`src/rtl/lc3b_types.sv`:
```
// Shared LC-3b types for the branch resolution slice: opcode and word types,
// resolver FSM state, prediction record payload and block defaults.
package lc3b_types;

  localparam int unsigned WORD_W               = 16;
  localparam int unsigned HIST_W               = 8;
  localparam int unsigned FIFO_DEPTH_DEFAULT   = 4;
  localparam int unsigned FLUSH_CYCLES_DEFAULT = 2;

  typedef logic [WORD_W-1:0] lc3b_word;

  typedef enum logic [3:0] {
    OP_BR   = 4'b0000,
    OP_ADD  = 4'b0001,
    OP_LDB  = 4'b0010,
    OP_STB  = 4'b0011,
    OP_JSR  = 4'b0100,
    OP_AND  = 4'b0101,
    OP_LDW  = 4'b0110,
    OP_STW  = 4'b0111,
    OP_RTI  = 4'b1000,
    OP_NOT  = 4'b1001,
    OP_LDI  = 4'b1010,
    OP_STI  = 4'b1011,
    OP_JMP  = 4'b1100,
    OP_SHF  = 4'b1101,
    OP_LEA  = 4'b1110,
    OP_TRAP = 4'b1111
  } lc3b_opcode;

  typedef enum logic {
    ST_IDLE  = 1'b0,
    ST_FLUSH = 1'b1
  } br_state_e;

  // One in-flight prediction, captured at fetch and consumed at resolve.
  typedef struct packed {
    lc3b_word          pc;
    logic              prediction;
    lc3b_word          target;
    logic [HIST_W-1:0] history;
  } pred_rec_t;

  localparam pred_rec_t PRED_REC_DEFAULT = '0;

  // Opcodes that change control flow and therefore carry a prediction record.
  function automatic logic is_control(input lc3b_opcode op);
    return (op == OP_BR) || (op == OP_JMP) || (op == OP_JSR) || (op == OP_TRAP);
  endfunction

endpackage

```
`src/rtl/pred_fifo.sv`:
```
// Circular FIFO of prediction records.
// Ports: clk, rst_n; push/pop/clear controls; wdata in; head_c is the
// combinational head record; full/empty are registered occupancy flags.
// A push while full is accepted only when a pop happens in the same cycle.
module pred_fifo
  import lc3b_types::*;
#(
  parameter int unsigned DEPTH = FIFO_DEPTH_DEFAULT
) (
  input  logic      clk,
  input  logic      rst_n,
  input  logic      push,
  input  logic      pop,
  input  logic      clear,
  input  pred_rec_t wdata,
  output pred_rec_t head_c,
  output logic      full,
  output logic      empty
);

  localparam int unsigned PW = (DEPTH > 1) ? $clog2(DEPTH) : 1;
  localparam int unsigned CW = $clog2(DEPTH + 1);

  pred_rec_t       mem [DEPTH];
  logic [PW-1:0]   wr_ptr;
  logic [PW-1:0]   rd_ptr;
  logic [CW-1:0]   count;
  logic [CW-1:0]   count_nxt;
  logic            do_push;
  logic            do_pop;

  assign do_pop  = pop && !empty;
  assign do_push = push && (!full || do_pop) && !clear;
  assign head_c  = mem[rd_ptr];

  // Next occupancy; clear wins over any push/pop.
  always_comb begin
    count_nxt = count;
    if (clear) begin
      count_nxt = '0;
    end else if (do_push && !do_pop) begin
      count_nxt = count + CW'(1);
    end else if (do_pop && !do_push) begin
      count_nxt = count - CW'(1);
    end
  end

  // Pointers, occupancy and flags.
  always_ff @(posedge clk or negedge rst_n) begin
    if (!rst_n) begin
      wr_ptr <= '0;
      rd_ptr <= '0;
      count  <= '0;
      full   <= 1'b0;
      empty  <= 1'b1;
    end else begin
      if (clear) begin
        wr_ptr <= '0;
        rd_ptr <= '0;
      end else begin
        if (do_push) begin
          wr_ptr <= (wr_ptr == PW'(DEPTH - 1)) ? '0 : wr_ptr + PW'(1);
        end
        if (do_pop) begin
          rd_ptr <= (rd_ptr == PW'(DEPTH - 1)) ? '0 : rd_ptr + PW'(1);
        end
      end
      count <= count_nxt;
      full  <= (count_nxt == CW'(DEPTH));
      empty <= (count_nxt == '0);
    end
  end

  // Record storage; contents are don't-care until written.
  always_ff @(posedge clk) begin
    if (do_push) begin
      mem[wr_ptr] <= wdata;
    end
  end

endmodule

```
`src/rtl/branch_resolve.sv`:
```
// Branch resolution unit: pairs each resolving control instruction with the
// oldest outstanding prediction, detects mispredicts, redirects fetch,
// flushes younger work for FLUSH_CYCLES cycles and trains the predictor.
// Inputs : clk, rst_n, stall, fetch-side prediction (if_*), resolve (res_*).
// Outputs: redirect_valid/redirect_pc, flush, predictor update (upd_*),
//          br_count/mp_count statistics, sticky overflow. All registered.
module branch_resolve
  import lc3b_types::*;
#(
  parameter int unsigned FIFO_DEPTH   = FIFO_DEPTH_DEFAULT,
  parameter int unsigned FLUSH_CYCLES = FLUSH_CYCLES_DEFAULT
) (
  input  logic              clk,
  input  logic              rst_n,
  input  logic              stall,
  input  logic              if_valid,
  input  lc3b_word          if_pc,
  input  logic              if_prediction,
  input  lc3b_word          if_pred_target,
  input  logic [HIST_W-1:0] if_history,
  input  logic              res_valid,
  input  lc3b_opcode        res_opcode,
  input  lc3b_word          res_pc,
  input  logic              res_taken,
  input  lc3b_word          res_target,
  output logic              redirect_valid,
  output lc3b_word          redirect_pc,
  output logic              flush,
  output logic              upd_valid,
  output logic              upd_taken,
  output logic [7:0]        upd_pc,
  output logic [HIST_W-1:0] upd_history,
  output lc3b_word          upd_target,
  output logic [15:0]       br_count,
  output logic [15:0]       mp_count,
  output logic              overflow
);

  localparam int unsigned FC_W = (FLUSH_CYCLES > 1) ? $clog2(FLUSH_CYCLES) : 1;

  br_state_e       state;
  br_state_e       state_nxt;
  logic [FC_W-1:0] flush_cnt;
  logic [FC_W-1:0] flush_cnt_nxt;
  logic            flush_nxt;

  pred_rec_t       head_c;
  pred_rec_t       rec;
  pred_rec_t       push_rec;
  logic            fifo_full;
  logic            fifo_empty;
  logic            res_acc;
  logic            mispredict;
  logic            push_req;
  logic            drop;
  lc3b_word        redirect_addr;
  logic            unused_rec_pc;

  // A resolve counts only for control opcodes, outside flush, when not stalled.
  assign res_acc    = res_valid && is_control(res_opcode) && (state == ST_IDLE) && !stall;
  assign rec        = fifo_empty ? PRED_REC_DEFAULT : head_c;
  assign mispredict = res_acc &&
                      ((rec.prediction != res_taken) ||
                       (rec.prediction && res_taken && (rec.target != res_target)));

  // Predictions fetched alongside a mispredict are wrong-path and discarded.
  assign push_req = if_valid && !stall && (state == ST_IDLE) && !mispredict;
  assign drop     = push_req && fifo_full && !res_acc;

  assign push_rec      = '{pc: if_pc, prediction: if_prediction,
                           target: if_pred_target, history: if_history};
  assign redirect_addr = res_taken ? res_target : res_pc + 16'd2;

  // Stored PC travels with the record for visibility; resolution uses res_pc.
  assign unused_rec_pc = ^rec.pc;

  pred_fifo #(
    .DEPTH (FIFO_DEPTH)
  ) u_pred_fifo (
    .clk    (clk),
    .rst_n  (rst_n),
    .push   (push_req),
    .pop    (res_acc),
    .clear  (mispredict),
    .wdata  (push_rec),
    .head_c (head_c),
    .full   (fifo_full),
    .empty  (fifo_empty)
  );

  // Flush sequencer next-state; stall freezes the countdown.
  always_comb begin
    state_nxt     = state;
    flush_cnt_nxt = flush_cnt;
    flush_nxt     = flush;
    if (!stall) begin
      unique case (state)
        ST_IDLE: begin
          if (mispredict) begin
            state_nxt     = ST_FLUSH;
            flush_cnt_nxt = FC_W'(FLUSH_CYCLES - 1);
            flush_nxt     = 1'b1;
          end
        end
        ST_FLUSH: begin
          if (flush_cnt == '0) begin
            state_nxt = ST_IDLE;
            flush_nxt = 1'b0;
          end else begin
            flush_cnt_nxt = flush_cnt - FC_W'(1);
          end
        end
        default: begin
          state_nxt = ST_IDLE;
          flush_nxt = 1'b0;
        end
      endcase
    end
  end

  // State and all registered outputs.
  always_ff @(posedge clk or negedge rst_n) begin
    if (!rst_n) begin
      state          <= ST_IDLE;
      flush_cnt      <= '0;
      flush          <= 1'b0;
      redirect_valid <= 1'b0;
      redirect_pc    <= '0;
      upd_valid      <= 1'b0;
      upd_taken      <= 1'b0;
      upd_pc         <= '0;
      upd_history    <= '0;
      upd_target     <= '0;
      br_count       <= '0;
      mp_count       <= '0;
      overflow       <= 1'b0;
    end else begin
      state          <= state_nxt;
      flush_cnt      <= flush_cnt_nxt;
      flush          <= flush_nxt;
      redirect_valid <= mispredict;
      upd_valid      <= res_acc;
      if (mispredict) begin
        redirect_pc <= redirect_addr;
      end
      if (res_acc) begin
        upd_taken   <= res_taken;
        upd_pc      <= res_pc[7:0];
        upd_history <= rec.history;
        upd_target  <= res_target;
        if (br_count != 16'hFFFF) br_count <= br_count + 16'd1;
      end
      if (mispredict && (mp_count != 16'hFFFF)) begin
        mp_count <= mp_count + 16'd1;
      end
      if (drop) begin
        overflow <= 1'b1;
      end
    end
  end

endmodule
```
`config.mk`:
```
export PLATFORM = sky130hd
export DESIGN_NAME = branch_resolve
export DESIGN_NICKNAME = d
export VERILOG_FILES = /design/src/rtl/lc3b_types.sv /design/src/rtl/pred_fifo.sv /design/src/rtl/branch_resolve.sv
export SDC_FILE = /design/constraint.sdc
export NUM_CORES = 1
export LEC_CHECK = 0
export ABC_AREA = 1
export BUFFER_PORTS_ARGS = -buffer_cell sky130_fd_sc_hd__buf_4
export CAP_MARGIN = 20
export CELL_PAD_IN_SITES_DETAIL_PLACEMENT = 0
export CELL_PAD_IN_SITES_GLOBAL_PLACEMENT = 1
export CORE_MARGIN = 5
export CORE_UTILIZATION = 43
export DETAILED_ROUTE_END_ITERATION = 8
export HOLD_SLACK_MARGIN = 0.15
export MAX_ROUTING_LAYER = met4
export PLACE_DENSITY = 0.89
export SYNTH_ARGS = -nofsm -noshare
export SYNTH_HDL_FRONTEND = slang
export SYNTH_SLANG_ARGS = --single-unit
```
`constraint.sdc`:
```
create_clock -name clk -period 3.7 [get_ports clk]
set_input_delay 0 -clock clk [delete_from_list [all_inputs] [get_ports clk]]
set_output_delay 0 -clock clk [all_outputs]
set_load 0.05 [all_outputs]
```
==> metrics <==
cell at the root of the clock tree=clkbuf_16; synth-to-layout area growth=30.1%; CP endpoint kind=register; max_cap viols=0; IO buf count=about 150; Layout Cells excl Fill=approximately 1.5k; minimum clock period=between 3 and 4 ns; vias in the first global route=6692; PD cells=around 700 nW/um^2; Final setup violation count=0; Crit path arrival time=3.63 ns; Crit Path Max Fanout=32; CTS sink count=196; initial antenna violation count=1; Die X=roughly 150 um; Rel. slew slack=between 30% and 40%; total routed wirelength=20.8 mm; Async S/R FF share, synth=roughly half; Die ar.=about 24000 um^2; antenna viol nets, final=0; Post-Route Setup TNS=0 ns; Routability Congestion=0.805; Detailed Routing Iterations Pass 1=5; Hold Violations, Final=0; CORE AREA=20800 um^2; final core utilization=a little under three fifths; R2R depth=15; Post-synth top flop=edfxtp_1; EDFF count, synth=100; DR WL/cell=~14 um; total CTS buffers=17; Via Count=just under 7k; largest cells by area after synthesis=edfxtp_1, dfrtp_1, nand2_1; Final period util=~90%; most frequent cell after synthesis=nand2_1; pin count of the biggest net entering global routing=73; worst slew pin tran=between 0.9 and 1 ns; area of the mapped netlist=9010 um^2; Crit path required time=4.01 ns; Hold Path Class=primary input to asynchronous set/reset pin; CTS tree=built; initial core utilization=between 40 and 50%; Synth top area share=between 30% and 40%; clock slew at reported path FFs=about 0.080 ns; placed insts=approximately 1.3k; layout cell share with drive strength beyond 1=approximately a fifth; Mean Syn Cell Area=~9.6 um^2; H-tree levels=4; Slew Limit Fails=0; Starting DRT DRC Count=about 400; Residual DRC=0; CTS max path bufs=2; first-pass GRT wire length=34.1 mm; Lkg Pwr=approximately 5.5 nW; total congestion overflow=0; flop and latch count out of synthesis=a little under 200; crit path launch type=register; outcome=finished, final reports clean; kind of critical path=register to register; # fillers=~1.8k; Worst VDD drop=between 400 and 500 uV; post-synthesis sequential area ratio=roughly 60%; vias per cell=between 4 and 5; most area-hungry cell type in the Yosys netlist=edfxtp_1; Top Ports=approximately 170; RSZ-0062 raised after global routing=no; Tot GR Track Use=a little under a fifth; Syn Inst Count=roughly 940; yosys warns=0; area taken by multi-input logic gates=a little under 3000 um^2; clock latency on the worst-skew pair=0.43 ns; syn nets=1031; Worst Skew=between 0.007 and 0.008 ns; FP Rows=between 50 and 60; DPL Wire Length=around 14 mm; Nets=around 1.3k; Synth cell types=39; Post-synth top cells=nand2_1, inv_1, edfxtp_1, dfrtp_1; Die Y-Extent=~150 um; Reg area=around 5400 um^2; Max Fclk=roughly 300 MHz
[cells in the final DEF, fill, tap and decap left out, types with 3 or more instances in the layout]
cell | Yosys | final
dfrtp_1 | 95 | 95
nor2_1 | 64 | 60
inv_4 | 3 | 3
edfxtp_1 | 100 | 100
nand4_1 | 4 | 4
ha_1 | 11 | 11
nand2_1 | 250 | 249
nand2_4 | 3 | 3
o22ai_1 | 10 | 10
a22o_1 | 8 | 8
inv_1 | 126 | 125
inv_2 | 5 | 5
a21oi_1 | 4 | 4
a31oi_1 | 12 | 12
clkbuf_16 | 0 | 17
inv_6 | 0 | 5
buf_4 | 5 | 164
nor3_1 | 14 | 14
xor2_1 | 28 | 28
nor4_1 | 4 | 4
dlygate4sd3_1 | 0 | 75
nand3_1 | 63 | 63
nand3b_1 | 3 | 3
nor2_2 | 4 | 8
o21ai_0 | 64 | 64
xnor2_1 | 13 | 13
inv_8 | 0 | 3
clkinv_1 | 0 | 3
[worst paths after layout]
path | from | end | slack [ns]
max reg2reg | u_pred_fifo.empty | redirect_pc[14] | 0.38
min | rst_n | br_count[8] | 0.26
min reg2reg | upd_pc[0] | upd_pc[0] | 0.49
max | u_pred_fifo.empty | redirect_pc[14] | 0.38
min in group clk | res_opcode[0] | upd_history[5] | 0.27
max in group asynchronous | rst_n | u_pred_fifo.empty | 2.45
[where the power goes]
group          leakage [nW]  switching (mW)  internal, mW
clock                 0.284           0.849         0.950
sequential             2.09           0.274          2.73
combinational          3.14            2.32          1.11
[cells by family after synthesis]
kind of cell             synth area share (%)
adder cells (fa/ha/maj)                  1.53
flip-flops                               60.0
XOR/XNOR                                 4.17
buffers and inverters                    8.08
AND/OR/NAND/NOR                          19.5
AO/OA/AOI/OAI                            6.63
multiplexers                            0.125
[sequential cells by signal (all words and copies together) (netlist names), 2 cells and up]
name                count
u_pred_fifo.mem       100
br_count               16
mp_count               16
redirect_pc            16
upd_target             16
upd_history             8
upd_pc                  8
u_pred_fifo.count       3
u_pred_fifo.rd_ptr      2
u_pred_fifo.wr_ptr      2
[metrics by stage]
stage	area, um^2	power, mW	setup slack [ns]	hold WS (ns)
detailed placement	10400	6.32	0.654	0.202
global placement	10400	6.27	0.679	0.200
global route	11700	8.76	0.0200	0.278
finish	11700	8.23	0.377	0.263
CTS	11700	8.28	0.299	0.240
floorplan	9010	5.37	0.417	-0.296
[area by class of cell]
| cell class | instances | share of cell area, % |
|---|---|---|
| clock buffer | 17 | 3.63 |
| timing repair buffer | 240 | 17.0 |
| clock inverter | 15 | 1.24 |
| tap | 275 | 2.94 |
| inverter | 134 | 4.39 |
| antenna | 1 | 0.0214 |
| sequential | 196 | 46.1 |
| multi-input combinational | 572 | 24.6 |
[critical path: stages (launching register included)]
cell and delay [ns]:
dfstp_2 0.57, clkinvlp_4 0.42, nand3_1 0.24, nand2_1 0.09
nor2_1 0.12, nand2_1 0.06, nor2_1 0.08, nand2_1 0.07
nand2_1 0.06, nand2_1 0.08, nand2_4 0.24, inv_2 0.13
buf_4 0.24, nor2_1 0.14, a31oi_2 0.05, dlygate4sd3_1 0.58
[what timing repair did]
item / in CTS / in global routing
endpoints found under the hold margin: 218 / 0
gates resized for setup: 0 / 2
setup buffers: 0 / 0
setup endpoints to repair: 0 / 10
hold buffers: 75 / 0
[routing by layer]
layer	vias to the layer above	wire, um	global-route usage [%]
met5	-	0	-
met4	0	256	5.09
met3	19	983	3.19
met1	3130	9890	25.2
met2	153	9630	28.6
li1	3485	-	-
(Power assumes the default switching activity.)
